==> src/rtl/pc_sequencer.sv <==
// rtl/pc_sequencer.sv - fetch/execute sequencer driving the PC load/increment strobes
// Handles branch, halt, interrupt entry and return-from-interrupt on each completed instruction.
module pc_sequencer #(
  parameter int ADDR_W = 15,
  parameter logic [ADDR_W-1:0] RESET_VEC = 15'h0000,
  parameter logic [ADDR_W-1:0] IRQ_VEC = 15'h7F00
) (
  input  logic              clk,
  input  logic              rst,
  input  logic [ADDR_W-1:0] pc_q,
  output logic [ADDR_W-1:0] pc_d,
  output logic              pc_re,
  output logic              pc_inc,
  output logic              imem_req,
  input  logic              imem_ack,
  output logic              ir_load,
  input  logic              done,
  input  logic              br_taken,
  input  logic [ADDR_W-1:0] br_target,
  input  logic              halt,
  input  logic              ret,
  input  logic              irq,
  output logic              irq_ack,
  output logic [2:0]        state
);

  typedef enum logic [2:0] {
    BOOT   = 3'd0,
    FETCH  = 3'd1,
    EXEC   = 3'd2,
    HALTED = 3'd3
  } state_t;

  state_t            st;
  logic [ADDR_W-1:0] epc;
  logic              irq_en;
  logic              irq_pend;
  logic [ADDR_W-1:0] next_pc;
  logic              irq_take;

  assign next_pc  = br_taken ? br_target : pc_q + ADDR_W'(1);
  assign irq_take = irq_pend && irq_en;
  assign state    = st;

  // Strobes are gated by rst so a reset cycle aborts whatever is in flight.
  always_comb begin
    pc_d     = '0;
    pc_re    = 1'b0;
    pc_inc   = 1'b0;
    imem_req = 1'b0;
    ir_load  = 1'b0;
    irq_ack  = 1'b0;
    if (!rst) begin
      case (st)
        BOOT: begin
          pc_d  = RESET_VEC;
          pc_re = 1'b1;
        end
        FETCH: begin
          imem_req = 1'b1;
          ir_load  = imem_ack;
        end
        EXEC: begin
          if (done) begin
            if (ret) begin
              pc_d  = epc;
              pc_re = 1'b1;
            end else if (irq_take) begin
              pc_d    = IRQ_VEC;
              pc_re   = 1'b1;
              irq_ack = 1'b1;
            end else if (br_taken) begin
              pc_d  = br_target;
              pc_re = 1'b1;
            end else begin
              pc_inc = 1'b1;
            end
          end
        end
        HALTED: begin
          if (irq_take) begin
            pc_d    = IRQ_VEC;
            pc_re   = 1'b1;
            irq_ack = 1'b1;
          end
        end
        default: ;
      endcase
    end
  end

  always_ff @(posedge clk) begin
    if (rst) begin
      st       <= BOOT;
      epc      <= '0;
      irq_en   <= 1'b1;
      irq_pend <= 1'b0;
    end else begin
      if (irq_ack) irq_pend <= 1'b0;
      else if (irq && irq_en) irq_pend <= 1'b1;

      case (st)
        BOOT: st <= FETCH;
        FETCH: if (imem_ack) st <= EXEC;
        EXEC: begin
          if (done) begin
            if (ret) begin
              irq_en <= 1'b1;
              st     <= FETCH;
            end else if (irq_take) begin
              // Interrupt entry swallows a same-cycle halt; epc resumes after this instruction.
              epc    <= next_pc;
              irq_en <= 1'b0;
              st     <= FETCH;
            end else begin
              st <= halt ? HALTED : FETCH;
            end
          end
        end
        HALTED: begin
          if (irq_take) begin
            epc    <= pc_q;
            irq_en <= 1'b0;
            st     <= FETCH;
          end
        end
        default: st <= BOOT;
      endcase
    end
  end

endmodule

==> config.mk <==
export PLATFORM = sky130hd
export DESIGN_NAME = pc_sequencer
export DESIGN_NICKNAME = d
export VERILOG_FILES = /design/src/rtl/pc_sequencer.sv
export SDC_FILE = /design/constraint.sdc
export NUM_CORES = 1
export LEC_CHECK = 0
export ABC_AREA = 1
export CORE_MARGIN = 2
export CORE_UTILIZATION = 42
export DETAILED_ROUTE_END_ITERATION = 10
export GPL_TIMING_DRIVEN = 1
export HOLD_SLACK_MARGIN = 0.05
export PLACE_DENSITY = 0.78
export SETUP_SLACK_MARGIN = 0.2
export SLEW_MARGIN = 20
export SYNTH_ARGS = -nofsm -noshare
export SYNTH_HDL_FRONTEND = slang
export SYNTH_SLANG_ARGS = --single-unit
==> constraint.sdc <==
create_clock -name clk -period 1.5 [get_ports clk]
set_clock_uncertainty 0.1 [all_clocks]
set_input_delay 0.3 -clock clk [delete_from_list [all_inputs] [get_ports clk]]
set_output_delay 0.3 -clock clk [all_outputs]
set_load 0.005 [all_outputs]
* Word level (Yosys, flattened, before mapping) *
Cells that the tools add are included.

storage, ports and cells
  bits in registers = 20
  latch bits = 0
  RAM bits = 0
  bits in read-only memories = 0
  input bits = 38
  word-level logic and storage cells = 66
  memories kept = 0

operators by class
  $add $sub $neg = 1
  multiply operators = 0
  divide/modulo/power cells = 0
  $lt $le $gt $ge = 0
  equal/unequal tests = 8
  shift operators = 0
  mux-type cells = 45
  bitwise logic cells = 0
  reduce and logical (&&, ||, !) cells = 8

operator list
  kind                                           count
  two-way mux 15 bit                             11
  one-hot mux 15 bit (2 select lines)            2
  two-way mux 1 bit                              22
  adder 15 x 1 -> 15 bit, second input constant  1
  one-hot mux 3 bit (4 select lines)             1
  inequality test 2 bit, second input constant   5
  two-way mux 3 bit                              3
  == test 3 x 2 -> 1 bit, second input constant  2
  two-way mux 2 bit                              3
  AND reduction 5 bit                            1
  one-hot mux 1 bit (2 select lines)             2
  == test 3 x 1 -> 1 bit, second input constant  1
  zero test 3 bit                                1
  one-hot mux 1 bit (3 select lines)             1
  AND reduction 3 bit                            1
  logical AND 1 bit                              2
  AND reduction 2 bit                            1
  nonzero test 2 bit                             1
  OR reduction 2 bit                             1

* Longest topological paths before layout *
Gate-level depths: netlist (run 1).

  depth in word-level cells = 7
  depth in mapped cells = 9
  mapped depth without buffers = 9

* Least setup slack after synthesis (run 1) *
No wires, ideal clock.

  path kind = reg2out
  start point = register irq_en
  end point = output port pc_d[0]
  arrival = 1140 ps
  path slack = -40 ps
  stages on the path, launching flop included = 7
  path buffers = 1
  cells stage by stage = dfxtp_1 > nand2_1 > inv_1 > nor2_2 > buf_2 > a32oi_1 > nor2_1

on the way
  word-level cells in the longest chain between the ends = 6

RTL lines
  item                                 RTL line  text
  from (decl)                          36        logic irq_en;
  from (signal assigned)               96        irq_en <= 1'b1;
  from (signal assigned)               108       irq_en <= 1'b1;
  from (signal assigned)               113       irq_en <= 1'b0;
  logical AND 1 bit                    42        assign irq_take = irq_pend && irq_en;
  two-way mux 15 bit                   68        end else if (irq_take) begin
  two-way mux 15 bit                   65        if (ret) begin
  two-way mux 15 bit                   64        if (done) begin
  one-hot mux 15 bit (2 select lines)  54        case (st)
  two-way mux 15 bit                   53        if (!rst) begin
  to (decl)                            11        output logic [ADDR_W-1:0] pc_d,

Every way passes these cells.

* Final worst setup path (run 1) *
  start point = register st[0] (netlist: state[0])
  end point = output port pc_d[2]

on the way
  word-level cells in the longest chain between the ends = 3

RTL lines
  item                                     RTL line  text
  from (decl)                              34        state_t st;
  from (signal assigned)                   116       st <= halt ? HALTED : FETCH;
  == test 3 x 2 -> 1 bit                   54
  one-hot mux 15 bit (2 select lines) (*)  54
  two-way mux 15 bit (*)                   53

Mark *: on every way between the ends. The rest lies on a longest branch, timed or not.

==> impl_results.md, run 1 <==
* Row cnt at 23
* Clock power frac at a little over an eighth
* Post-Syn Instances at between 300 and 400
* Clk sinks at 19
* Setup TNS at -10.85 ns
* Post-synthesis sequential area ratio at a little over a fifth
* RSZ-0062 raised after global routing: yes
* Area of the core at about 0.004 mm²
* Most common cell in the netlist: nand2_1
* Commonest cells in the netlist: nand2_1 (87), nor2_1 (35), a21oi_1 (28), inv_1 (28), nand3_1 (21)
* Hold Fails Final Rpt at 0
* CP endpoint kind: output port
* FF+latch count, synth at 19
* Setup CP Type: reg -> out
* Switch share at a little over two fifths
* Clock root cell: clkbuf_8
* Sequential share of power at 22.7%
* Final worst path period share at 131.2%
* FF+latch area at about 390 µm²
* Wire per inst at about 20 µm
* Failing checks: negative setup slack
* Multi-input gate area at between 0.001 and 0.0015 mm²
* Gate power share at 63.7%
* Synth Warn # at 0
* Post-synth cell types at 38
* Clock buffer count from CTS at 3
* Worst-path fanout max at 9
* Fin cells at between 400 and 500
* Internal power at around 1.7 mW
* Starting Density at between 40% and 50%
* Fin crit period at 1.968 ns
* Total grt overflow at 0
* Final hold slack at 0.3733 ns
* Post-synth EDFFs at 0
* Main synth FF type: dfxtp_1
* Synth area leaders: dfxtp_1 (21%), nand2_1 (18%), a21oi_1 (7.8%), nor2_1 (7.3%), inv_1 (5.8%)
* Vias in the first global route at about 2900
* Worst-case clock buffer depth at 2
* CTS tree: built
* GRT Total Usage at approximately 34%
* Final-layout fill cell count at 212
* Largest net degree at the start of global routing at 13
* Die Width at 69.41 µm
* Top-area cell type share of the netlist area at about a fifth
* Chip Height at just under 70 µm
* CP peak stage delay at 0.33 ns
* Post-Place Cells at ~460
* CP max stage cell: dfxtp_2
* Final WL at ~9600 µm
* CP arrival at roughly 1.6 ns
* Die area at 0.004817 mm²
* First-pass iteration count of the detailed router at 8
* R2R Setup Slk at -0.29 ns
* Vias/cell at 6.180
* Setup ws final at -0.4675 ns
* Via Count at approximately 3000
* Cell accounting for the most synthesized area: dfxtp_1
* Routed Antenna Nets at 0
* Min-Delay Path Class: reg -> reg
* Worst IR Drop VDD at approximately 0.43 mV
* Remaining DRCs at 0
* Clk_lat worst skew at between 0.2 and 0.3 ns
* Max Cap Viol at 0
* Status: complete, but fails checks
* Critical-path cell list: inv_2, nand2_4, nor2_4, buf_4, nand2_2, buf_6, nor2_2, clkdlybuf4s15_2
* IO Port Bufs at a little under 60
* Req. time, crit path at approximately 1.1 ns
* Io pins at between 60 and 70
* Area delta synth->final at 92.34%
* Worst path top cell family by delay: buffers and inverters
* Buf+Inv Stages, Crit Path at 4
* Psw at around 1.2 mW
* Async set-or-reset flop fraction in the synthesized netlist at 0%
* LEAKAGE at about 1.6 nW
* # setup viols final at 38
* Final net count at 478
* 1st-iter DRT viols at ~510
* Gpl congestion at 0.9606
* Initial antenna violation count at 0
* First-pass GRT wire length at 13430 µm
* Synth Area per Inst at a little under 6 µm²
* Mapped Nets at 345
* Post-Syn Area at roughly 0.0018 mm²
* Antenna cell count at 0
* Clk pin slew, worst setup/hold paths at around 0.080 ns
* P per Cell Area at 822.4 mW/mm²
* Final slew viol count at 0
* Maximum clock rate at 508.3 MHz
* Worst setup SP type: flip-flop
* Placed Area at approximately 0.0029 mm²
* Share of layout cells above drive strength 1 at between 40 and 50%
* Dpl hpwl at roughly 4600 µm
* Post-route design area at roughly 0.0035 mm²
* H-tree depth at 1
-- registers in the layout, indices dropped and copies added, names as in the netlist --
| register | flops |
|---|---|
| state | 2 |
| irq_en | 1 |
| irq_pend | 1 |
| epc | 15 |
-- placed cells by master (no fill, tap or decap), types with 2 or more instances in the layout --
| cell type | instances |
|---|---|
| a21oi_2 | 20 |
| nor2_2 | 12 |
| inv_2 | 5 |
| nand2_4 | 4 |
| buf_4 | 57 |
| nand4_1 | 3 |
| inv_4 | 2 |
| nor3_2 | 2 |
| buf_12 | 5 |
| buf_2 | 13 |
| o211ai_1 | 2 |
| o21ai_0 | 7 |
| inv_6 | 2 |
| a21oi_1 | 18 |
| o21ai_2 | 6 |
| buf_6 | 17 |
| a32oi_1 | 7 |
| buf_16 | 2 |
| o21ai_1 | 10 |
| inv_1 | 22 |
| nand2_2 | 12 |
| nand3_1 | 20 |
| nand2_1 | 73 |
| nor2_1 | 18 |
| clkdlybuf4s50_1 | 26 |
| nor2_4 | 10 |
| clkbuf_8 | 3 |
| bufbuf_16 | 2 |
| dfxtp_2 | 3 |
| clkdlybuf4s15_2 | 8 |
| dfxtp_1 | 15 |
| dlygate4sd2_1 | 11 |
| nand3_2 | 2 |
-- power groups by stage --
stage / Sequential, mW / Combinational (mW) / Clock, mW
3_3_place_gp: 0.643 / 1.14 / 0
3_5_place_dp: 0.646 / 1.17 / 0
2_1_floorplan: 0.655 / 0.615 / 0
4_1_cts: 0.638 / 1.49 / 0.372
5_1_grt: 0.651 / 1.90 / 0.396
6_report: 0.646 / 1.81 / 0.387
-- metrics by stage --
| step | worst slack [ns] | power (mW) | utilization (%) |
|---|---|---|---|
| after floorplan | 0.1258 | 1.270 | - |
| after global placement | -0.7919 | 1.781 | 70.80 |
| after detailed placement | -0.8165 | 1.814 | 70.80 |
| after CTS | -0.3769 | 2.502 | 81.44 |
| after global routing | -0.5226 | 2.951 | 85.17 |
| final | -0.4675 | 2.842 | 85.17 |
-- final timing paths --
kind | cells after the start | startpoint | to
min reg2reg | 2 | epc[14]$_SDFFE_PP0P_ | epc[14]$_SDFFE_PP0P_
min | 2 | epc[14]$_SDFFE_PP0P_ | epc[14]$_SDFFE_PP0P_
max | 8 | state[0]$_SDFFE_PP0P_ | pc_d[2]
max reg2reg | 11 | state[0]$_SDFFE_PP0P_ | epc[9]$_SDFFE_PP0P_
-- worst reg2reg max path, cell delays in order, from the launching register on --
cell       delay [ns]
dfxtp_2          0.33
inv_2            0.07
nand2_4          0.06
nor2_4           0.14
buf_4            0.13
buf_6            0.10
nand3_4          0.08
nand2_8          0.08
buf_6            0.12
buf_6            0.12
bufbuf_16        0.27
a21oi_2          0.07
-- cells by family (layout without fill, tap and decap cells) --
kind of cell	Yosys count	count (layout)	share of synthesized area (%)
and+or+nand+nor	162	162	39.97
AOI/OAI and AO/OA	77	77	26.95
buffers and inverters	46	178	11.00
DFF	19	19	21.17
adders and majority gates	1	1	0.6963
other	1	1	0.2087
-- metal layers --
metal / share of wire, % / track usage (%) / vias up
met4: 9.1 / 22.22 / 0
met3: 12 / 5.669 / 100
met5: 0 / 0 / -
met1: 33 / 38.80 / 1341
met2: 46 / 58.76 / 297
li1: - / - / 1278
-- area by class of cell --
| class | count | area share, % |
|---|---|---|
| flip-flops and latches | 19 | 11.22 |
| inverters | 32 | 4.127 |
| repair inverters | 1 | 0.2534 |
| well taps | 50 | 1.810 |
| repair buffers | 141 | 39.10 |
| multi-input cells | 241 | 42.14 |
| clock buffers | 3 | 1.195 |
| clock inverters | 1 | 0.1448 |
-- repair_timing --
| item | CTS | global route |
|---|---|---|
| endpoints found under the setup margin | 41 | 40 |
| resized for setup | 145 | 31 |
| gates cloned | 5 | 0 |
| setup buffers | 15 | 8 |
| hold buffers | 0 | 0 |
| pin swaps | 24 | 14 |
Note: power is estimated with default switching activity, not from simulation.
==> run 2: changes to the inputs <==
- REMOVE_ABC_BUFFERS: unset -> 1
==> run 2 against run 1 <==
  * The flow still finishes with violations (negative setup slack)
  * Sequential power fell by 0.6%
  * Sequential cell count did not move
  * Utilization fell by 1.1 points
  * Hold slack improved by 0.0038 ns
  * Critical path depth rose by 1
==> impl_results.md, run 2 (synthesis gave the netlist of run 1 again) <==
* Gpl congestion at 0.9294 (was 0.9606)
* Area of the core at 0.004058 mm² (unchanged)
* Setup TNS at -11.37 ns (was -10.85 ns)
* Total grt overflow at 0 (unchanged)
* Routed Antenna Nets at 0 (unchanged)
* Hold EP: epc[14]$_SDFFE_PP0P_ (unchanged)
* Max Cap Viol at 0 (unchanged)
* Worst IR Drop VDD at 0.3703 mV (was 0.4304 mV)
* RR Endpoint: epc[0]$_SDFFE_PP0P_ (was epc[9]$_SDFFE_PP0P_)
* Antenna cell count at 0 (unchanged)
* Reg with most FFs: epc (unchanged)
* R2R Setup Slk at -0.28 ns (was -0.29 ns)
* RSZ-0062 raised after global routing: yes (unchanged)
* Worst setup SP type: flip-flop (unchanged)
* Req. time, crit path at 1.10 ns (about the same)
* Initial antenna violation count at 0 (unchanged)
* Worst-case clock buffer depth at 2 (unchanged)
* LEAKAGE at 1.557 nW (was 1.550 nW)
* 1st-iter DRT viols at 268 (was 512)
* CP arrival at 1.55 ns (was 1.57 ns)
* Hold Fails Final Rpt at 0 (unchanged)
* Clk_lat worst skew at 0.27 ns (about the same)
* Worst reg2reg path depth at 12 (was 11)
* Place WS at -0.8747 ns (was -0.8165 ns)
* RR Startpoint: state[0]$_SDFFE_PP0P_ (unchanged)
* Most frequent cells in the layout: nand2_1 (75), buf_4 (47), clkdlybuf4s50_1 (28) (was nand2_1 (73), buf_4 (57), clkdlybuf4s50_1 (26))
* H-tree depth at 1 (unchanged)
* Final WL at 9398 µm (was 9550 µm)
* Final net count at 472 (was 478)
* Placed Area at 0.002753 mm² (was 0.002873 mm²)
* Starting Density at 44.28% (unchanged)
* Via Count at 3013 (was 3016)
* Total power at 2.923 mW (was 2.842 mW)
* Clk sinks at 19 (unchanged)
* Final slew viol count at 0 (unchanged)
* Worst hold path cell count at 2 (unchanged)
* Post-route design area at 0.003411 mm² (was 0.003456 mm²)
* Io pins at 61 (unchanged)
* Area delta synth->final at 89.83% (was 92.34%)
* Maximum clock rate at 512.9 MHz (was 508.3 MHz)
* Commonest non-fill, non-tap cell in the layout: nand2_1 (unchanged)
* Largest net degree at the start of global routing at 20 (was 13)
* GRT Total Usage at 33.22% (was 34.20%)
* CP endpoint kind: output port (unchanged)
* Status: complete, but fails checks (unchanged)
* Number of flip-flops in the largest register at 15 (unchanged)
* Chip Height at 69.41 µm (unchanged)
* Setup CP Type: reg -> out (unchanged)
* Die area at 0.004817 mm² (unchanged)
* Vias in the first global route at 2755 (was 2897)
* Min-Delay Path Class: reg -> reg (unchanged)
* Fin crit period at 1.950 ns (was 1.968 ns)
* Fin cells at 482 (was 488)
* IO Port Bufs at 59 (unchanged)
* Hold_sp: epc[14]$_SDFFE_PP0P_ (unchanged)
* First-pass iteration count of the detailed router at 5 (was 8)
* Final worst path period share at 130.0% (was 131.2%)
* P per Cell Area at 857.0 mW/mm² (was 822.4 mW/mm²)
* Vias/cell at 6.251 (was 6.180)
* First-pass GRT wire length at 12850 µm (was 13430 µm)
* Share of layout cells above drive strength 1 at 42.59% (was 44.98%)
* Clock root cell: clkbuf_8 (unchanged)
* Die Width at 69.41 µm (unchanged)
* Clk pin slew, worst setup/hold paths at 0.08 ns (about the same)
* Row cnt at 23 (unchanged)
* Worst-path fanout max at 7 (was 9)
* Wire per inst at 19.50 µm (was 19.57 µm)
* Post-Place Cells at 448 (was 456)
* Setup ws final at -0.4498 ns (was -0.4675 ns)
* Failing checks: negative setup slack (unchanged)
* Dpl hpwl at 4438 µm (was 4630 µm)
* # setup viols final at 38 (unchanged)
* Setup crit start: state[0]$_SDFFE_PP0P_ (unchanged)
* CTS tree: built (unchanged)
* Remaining DRCs at 0 (unchanged)
* Clock buffer count from CTS at 3 (unchanged)
-- run 2: power by group --
part           internal, mW  total, mW  switching, mW
clock network         0.190      0.401          0.211
logic                 0.917       1.88          0.964
registers             0.585      0.642         0.0564
-- run 2: critical path: stages, from the launching register on --
cell and delay, ns:
dfxtp_2 0.33, inv_2 0.08, nand2_4 0.06, nor2_4 0.13
buf_6 0.14, inv_4 0.06, nor2_1 0.14, nand2_1 0.08
a21oi_2 0.13, buf_2 0.13
-- run 2: area by class of cell --
class,count,area [µm²]
clock buffers,4,45.04
fillers,215,646.9
inverters,32,140.1
multi-input cells,242,1504
flip-flops and latches,19,387.9
well taps,50,62.56
repair buffers,135,1271
-- run 2: worst max path at each step --
stage                    end  slack (ns)  cells after the start
floorplan            irq_ack       -0.14                      6
global placement    pc_d[13]       -0.80                      8
detailed placement   pc_d[9]       -0.87                      8
CTS                 pc_d[11]       -0.35                      8
global route         pc_d[9]       -0.48                      9
finish               pc_d[9]       -0.45                      9
-- run 2: through the flow --
stage	utilization (%)	hold WS, ns
after floorplan	-	0.2624
after global routing	84.06	0.3990
after CTS	78.35	0.3704
after detailed placement	67.84	0.3586
final	84.06	0.3771
after global placement	67.84	0.3539
-- run 2: timing repair --
action / 4_1_cts / 5_1_grt
gates cloned: 5 / 0
endpoints found under the setup margin: 41 / 40
hold buffers: 0 / 0
resized for setup: 161 / 50
pin swaps: 26 / 40
buffers inserted: 21 / 4
-- run 2: metal layers --
metal	vias to the layer above	wire (µm)	GRT usage, %
met5	-	0	0
li1	1274	-	-
met4	0	931	23.31
met3	101	963	5.959
met1	1359	3214	37.12
met2	279	4288	56.62
